[src/rtl/id_issue.sv]
// -----------------------------------------------------------------------------
// id_issue -- instruction-decode / operand-issue stage.
//
// Holds one instruction between fetch and execute.
// * Stage register: load, hold and bubble control, driven by the stall vector and flush.
// * Instruction hold buffer: keeps the fetched word alive while the stage is held.
// * Operand resolution: picks the youngest forwarding source that writes the
//   register, otherwise the register file. Register 0 always reads as zero.
// * Load-use interlock request.
// * Branch delay-slot flag.
//
// Optional feature, controlled by the macro ID_STALL_CNT_EN:
//   When ID_STALL_CNT_EN is defined, a 32-bit saturating output stall_cnt counts
//   the cycles in which stallreq is high. When the macro is undefined, the port
//   and the counter are absent.
// -----------------------------------------------------------------------------
module id_issue #(
   parameter int DATA_W   = 32,
   parameter int NUM_FWD  = 3,
   parameter int LOAD_LAT = 1,
   parameter int STALL_W  = 6
) (
   input  logic                          clk,
   input  logic                          rst,
   input  logic [STALL_W-1:0]            stall,
   input  logic                          flush,
   input  logic                          if_valid,
   input  logic [DATA_W-1:0]             if_pc,
   input  logic [DATA_W-1:0]             inst_sram_rdata,
   input  logic [DATA_W-1:0]             rf_rdata1,
   input  logic [DATA_W-1:0]             rf_rdata2,
   input  logic [NUM_FWD*(DATA_W+7)-1:0] fwd_bus,
   output logic [4:0]                    rs_addr,
   output logic [4:0]                    rt_addr,
   output logic                          id_valid,
   output logic [DATA_W-1:0]             id_pc,
   output logic [DATA_W-1:0]             id_inst,
   output logic [DATA_W-1:0]             src1,
   output logic [DATA_W-1:0]             src2,
   output logic                          in_delay_slot,
   output logic                          stallreq
`ifdef ID_STALL_CNT_EN
   ,
   output logic [31:0]                   stall_cnt
`endif
);

   localparam int FW = DATA_W + 7;

   // Forwarding sources, unpacked from the flat bus ({we, is_load, waddr, wdata}).
   logic              fwd_we    [NUM_FWD];
   logic              fwd_ld    [NUM_FWD];
   logic [4:0]        fwd_waddr [NUM_FWD];
   logic [DATA_W-1:0] fwd_wdata [NUM_FWD];

   for (genvar g = 0; g < NUM_FWD; g++) begin : g_fwd
      assign fwd_we[g]    = fwd_bus[g*FW + DATA_W + 6];
      assign fwd_ld[g]    = fwd_bus[g*FW + DATA_W + 5];
      assign fwd_waddr[g] = fwd_bus[g*FW + DATA_W +: 5];
      assign fwd_wdata[g] = fwd_bus[g*FW +: DATA_W];
   end

   // Only the stall bits owned by this stage and the stage after it matter here.
   logic unused_stall;
   assign unused_stall = ^{stall[STALL_W-1:3], stall[0]};

   // Stage state.
   logic              valid_q,     valid_d;
   logic [DATA_W-1:0] pc_q,        pc_d;
   logic              hold_vld_q,  hold_vld_d;
   logic [DATA_W-1:0] hold_inst_q, hold_inst_d;
   logic              dslot_q,     dslot_d;
`ifdef ID_STALL_CNT_EN
   logic [31:0]       cnt_q,       cnt_d;
`endif

   logic              inst_is_branch;
   logic [DATA_W:0]   res_rs, res_rt;

   // Branch class: conditional/unconditional branches, jumps, and jr/jalr.
   function automatic logic is_branch(input logic [31:0] inst);
      logic [5:0] op;
      logic [5:0] fn;
      op = inst[31:26];
      fn = inst[5:0];
      case (op)
         6'b000100, 6'b000101, 6'b000001, 6'b000010,
         6'b000011, 6'b000111, 6'b000110: is_branch = 1'b1;
         6'b000000: is_branch = (fn == 6'b001000) || (fn == 6'b001001);
         default:   is_branch = 1'b0;
      endcase
   endfunction

   // Operand resolution for one register address.
   // Returns {load_pending, data}. The lowest-index (youngest) matching source
   // wins, so the loop walks from oldest to youngest and lets younger matches
   // overwrite older ones.
   function automatic logic [DATA_W:0] resolve(input logic [4:0]        addr,
                                               input logic [DATA_W-1:0] rf);
      logic [DATA_W-1:0] data;
      logic              pend;
      data = rf;
      pend = 1'b0;
      for (int i = NUM_FWD - 1; i >= 0; i--) begin
         if (fwd_we[i] && (fwd_waddr[i] == addr)) begin
            data = fwd_wdata[i];
            pend = (i < LOAD_LAT) && fwd_ld[i];
         end
      end
      if (addr == 5'd0) begin
         data = '0;
         pend = 1'b0;
      end
      resolve = {pend, data};
   endfunction

   // Presented instruction, register addresses, resolved operands and the interlock request.
   always_comb begin
      // NOTE: every always_comb output gets a default first, so no path leaves it
      // unassigned and no latch is inferred.
      id_inst = '0;
      if (valid_q) begin
         id_inst = hold_vld_q ? hold_inst_q : inst_sram_rdata;
      end
      rs_addr        = id_inst[25:21];
      rt_addr        = id_inst[20:16];
      inst_is_branch = is_branch(id_inst[31:0]);
      res_rs         = resolve(rs_addr, rf_rdata1);
      res_rt         = resolve(rt_addr, rf_rdata2);
      src1           = res_rs[DATA_W-1:0];
      src2           = res_rt[DATA_W-1:0];
      stallreq       = valid_q && (res_rs[DATA_W] || res_rt[DATA_W]);
   end

   assign id_valid      = valid_q;
   assign id_pc         = pc_q;
   assign in_delay_slot = dslot_q;
`ifdef ID_STALL_CNT_EN
   assign stall_cnt     = cnt_q;
`endif

   // Next-state logic for the stage register, hold buffer, delay flag and counter.
   always_comb begin
      valid_d     = valid_q;
      pc_d        = pc_q;
      hold_vld_d  = hold_vld_q;
      hold_inst_d = hold_inst_q;
      dslot_d     = dslot_q;

      // Stage register: flush beats everything else. When the stage is stalled
      // and the stage after it is not, a bubble is inserted.
      if (flush) begin
         valid_d = 1'b0;
         pc_d    = '0;
      end else if (stall[1] && !stall[2]) begin
         valid_d = 1'b0;
         pc_d    = '0;
      end else if (!stall[1]) begin
         valid_d = if_valid;
         pc_d    = if_pc;
      end

      // Hold buffer: capture the SRAM word on the first held cycle only.
      if (flush || !stall[1]) begin
         hold_vld_d = 1'b0;
      end else if (!hold_vld_q) begin
         hold_vld_d  = 1'b1;
         hold_inst_d = inst_sram_rdata;
      end

      // Delay flag: updated only when a valid instruction leaves the stage.
      if (flush) begin
         dslot_d = 1'b0;
      end else if (!stall[1] && valid_q) begin
         dslot_d = inst_is_branch;
      end

`ifdef ID_STALL_CNT_EN
      cnt_d = cnt_q;
      if (stallreq && (cnt_q != 32'hFFFF_FFFF)) begin
         cnt_d = cnt_q + 32'd1;
      end
`endif
   end

   // State registers with synchronous active-low reset; reset beats flush and stall.
   always_ff @(posedge clk) begin
      // NOTE: sequential state uses non-blocking assignments, so every flop samples
      // the pre-edge values of every other flop.
      if (!rst) begin
         valid_q     <= 1'b0;
         pc_q        <= '0;
         hold_vld_q  <= 1'b0;
         hold_inst_q <= '0;
         dslot_q     <= 1'b0;
`ifdef ID_STALL_CNT_EN
         cnt_q       <= '0;
`endif
      end else begin
         valid_q     <= valid_d;
         pc_q        <= pc_d;
         hold_vld_q  <= hold_vld_d;
         hold_inst_q <= hold_inst_d;
         dslot_q     <= dslot_d;
`ifdef ID_STALL_CNT_EN
         cnt_q       <= cnt_d;
`endif
      end
   end

endmodule

[config.mk]
export PLATFORM = sky130hd
export DESIGN_NAME = id_issue
export DESIGN_NICKNAME = d
export VERILOG_FILES = /design/src/rtl/id_issue.sv
export SDC_FILE = /design/constraint.sdc
export NUM_CORES = 1
export LEC_CHECK = 0
export BUFFER_PORTS_ARGS = -buffer_cell sky130_fd_sc_hd__buf_2
export CORE_MARGIN = 2
export CORE_UTILIZATION = 25
export DETAILED_ROUTE_END_ITERATION = 7
export GPL_ROUTABILITY_DRIVEN = 0
export PLACE_DENSITY_LB_ADDON = 0.2
export SYNTH_ARGS = -nofsm -noshare
export SYNTH_HDL_FRONTEND = slang
export SYNTH_SLANG_ARGS = --single-unit
export TNS_END_PERCENT = 1
[constraint.sdc]
create_clock -name clk -period 8.53 [get_ports clk]
set_clock_uncertainty 0.2 [all_clocks]
set_input_delay 1.2795 -clock clk [delete_from_list [all_inputs] [get_ports clk]]
set_output_delay 1.2795 -clock clk [all_outputs]
set_load 0.1 [all_outputs]
==> results.cfg <==
[setup_path]
critPathMaxStageDelay_ns = 0.79
cp-startpoint = id_valid$_SDFFE_PP0N_
crit_type = flip-flop to output pin
worstPathArrival_ns = 4.51
cp_data_required_time_ns = 7.05
slowest_stage = dfxtp_1
path_max_fanout = 55
worst_setup_path_end_kind = output pin
worstSetupStartpointType = flip-flop
path_cells = inv_2, nor2_1, xor2_1, nor4_4, buf_4, mux2i_1, o221ai_1, buf_2
r2r_start = id_valid$_SDFFE_PP0N_

[detailed_routing]
drt_iter0_drc = 402
num_vias = 6520
postRouteAntennaNets = 0
drt-wirelength-per-cell_um = 19.3
vias_per_cell = 4.92
drc_errors = 0
wl_um = 25600
drtPass1Iterations = 4

[place]
placed_area_sq_mm = 0.00771
dp_hpwl_um = 19900
post-place-ws_ns = 2.63
io_buffers = 389

[global_route]
first_global_vias = 6368
overflow = 0
antenna_found_initial = 6
grt_use_total_pct = 20.3
grt_max_degree = 56
grt_pass1_wl_um = 37900

[die]
io_pins = 396
num_rows = 55
die-area_sq_mm = 0.0240
die_x_um = 155
die_h_um = 155
start_util_pct = 25.3
coreArea_sq_mm = 0.0225

[timing]
worst_slew_pin_slew_ns = 1.01
setup_viol = 0
clock.fmax_ghz = 0.167
rsz0062_at_grt = false
setup-tns-final_ns = 0
fin_crit_ns = 5.99
fin_crit_sh_pct = 70.2
slew_violations = 0
holdWs_ns = 0.261
hold_viol_final = 0
setup_ws_ns = 2.54
maxSlewHeadroom_pct = 32.4

[cells_and_area]
regArea_sq_mm = 0.00134
final_nets = 1290
final_area_sq_mm = 0.00801
fill_cells = 2447
drive_gt1_share_pct = 44.8
multi_input_area_sq_mm = 0.00381
area_growth_pct = 40.7

[cts]
clk_path_buf_depth = 2
clock_latency_ns = 0.33
cts_tree = built
clk_pin_slew_ns = 0.06
cts_buffers = 9
htreeDepth = 3
ctsResizeCount = 0
ctsHoldBuffers = 0
clock_sinks = 67
root_buffer = clkbuf_16
cts_setup_buffers = 0

[synthesis]
ys_top_cells_by_area = dfxtp_1 (24%), mux2i_1 (22%), o221ai_2 (7.9%)
ys.flop_type = dfxtp_1
yosysTopAreaCell = dfxtp_1
async_reset_ff_share_pct = 0
synth_cells = 691
synth_area_sq_mm = 0.00569
synth_fp_nets = 946
ys_types = 50
avgSynthCellArea_sq_um = 8.24
synth_edf_count = 0
yosysWarnings = 0
yosysSeqAreaShare_pct = 23.6
ys_ff_latch = 67
synth_top_cell_area_share_pct = 23.6

[power_and_ir_drop]
power_density_mw_per_mm2 = 134
total_leakage_power_nw = 3.75
netSwitchingFraction_pct = 39.1
power.total_w = 0.00108
seqPwrFrac_pct = 30.8
power.internal_w = 0.000656
p_clk_share_pct = 34.4
p_comb_share_pct = 34.8
netSwitchingPower_w = 0.000421
ir_drop_mv = 0.130

[job]
maxCapViolCount = 0

[hold_path]
hp-start = hold_inst_q[21]$_SDFFE_PN0P_
hp-class = flip-flop to flip-flop

[run_status]
outcome = finished clean
per-stage QoR:
step           instances  utilization (%)
2_1_floorplan        691                -
3_3_place_gp        1309             34.3
3_5_place_dp        1309             34.3
4_1_cts             1325             35.6
5_1_grt             1326             35.6
6_report            1326             35.6
critical path, delay by kind of cell (launching register included):
| family | cells | cell delay [ns] |
|---|---|---|
| AO/OA/AOI/OAI | 1 | 0.32 |
| XOR/XNOR | 1 | 0.19 |
| flip-flops | 1 | 0.79 |
| multiplexers | 1 | 0.13 |
| AND/OR/NAND/NOR | 2 | 1.27 |
| buffers and inverters | 3 | 1.44 |
path summary, 6_finish.rpt:
kind / depth (start not counted) / end / slack [ns]
setup / recovery: 8 / src2[0] / 2.54
hold / removal: 2 / hold_inst_q[21]$_SDFFE_PN0P_ / 0.26
setup reg to reg: 5 / in_delay_slot$_SDFFE_PP0P_ / 5.85
hold reg to reg: 2 / hold_inst_q[21]$_SDFFE_PN0P_ / 0.26
power by group through the flow:
stage | Sequential (W) | Combinational, W | Clock (W)
4_1_cts | 0.000332 | 0.000378 | 0.000381
2_1_floorplan | 0.000367 | 0.000234 | 0
3_5_place_dp | 0.000339 | 0.000376 | 0
3_3_place_gp | 0.000338 | 0.000374 | 0
5_1_grt | 0.000333 | 0.000398 | 0.000395
6_report | 0.000332 | 0.000375 | 0.000370
layout make-up:
| cell class | count | share of cell area [%] |
|---|---|---|
| Multi-Input combinational cell | 515 | 47.6 |
| Antenna cell | 1 | 0.0312 |
| Clock inverter | 5 | 0.765 |
| Inverter | 38 | 1.78 |
| Timing Repair Buffer | 404 | 25.7 |
| Sequential cell | 67 | 16.8 |
| Tap cell | 285 | 4.45 |
| Clock buffer | 11 | 2.90 |
state kept, by name, summed over array words and instances, names as in the netlist:
| register | flops |
|---|---|
| id_pc | 32 |
| hold_inst_q | 32 |
| in_delay_slot | 1 |
| id_valid | 1 |
| hold_vld_q | 1 |
synth_stat cells (2+ instances only):
cell type,count
buf_1,6
or4_1,2
nand4b_1,5
and3_1,5
or3_1,9
inv_1,37
and2_1,2
clkbuf_1,29
dfxtp_1,67
o21ai_0,14
nor4_1,2
nor2_1,63
nand2b_1,3
buf_6,11
o221ai_2,30
mux2_4,3
nand3_1,67
buf_4,10
xnor2_1,6
xor2_1,5
buf_2,14
mux2i_1,124
a21boi_0,32
nor4_4,3
nand2_1,70
o221ai_1,34
a21oi_1,7
nor3_1,8
mux2i_2,2
cells by family after synthesis:
group / Yosys count / synth area share (%)
xor gates and xnor gates: 11 / 1.69
muxes: 130 / 23.3
and+or+nand+nor: 248 / 21.3
buffers and inverters: 109 / 9.62
AOI/OAI and AO/OA: 126 / 20.6
DFF: 67 / 23.6
cell usage in the layout, fill, tap and decap left out, types with 5 or more instances in the layout:
cell / count
clkbuf_16: 9
and3_1: 5
nand4b_1: 5
xor2_1: 5
nand2_1: 70
xnor2_1: 6
o221ai_1: 34
buf_2: 389
o221ai_2: 30
inv_1: 37
a21oi_1: 7
nand3_1: 67
nor2_1: 63
o21ai_0: 14
buf_4: 15
or3_1: 9
a21boi_0: 32
mux2i_1: 124
dfxtp_1: 66
nor3_1: 7
metal layers:
metal / global-route usage [%] / routed length [um]
met1: 24.8 / 10500
met2: 34.3 / 12300
met3: 5.60 / 2090
met4: 7.10 / 708
met5: 0 / 53
(Power assumes the default switching activity.)
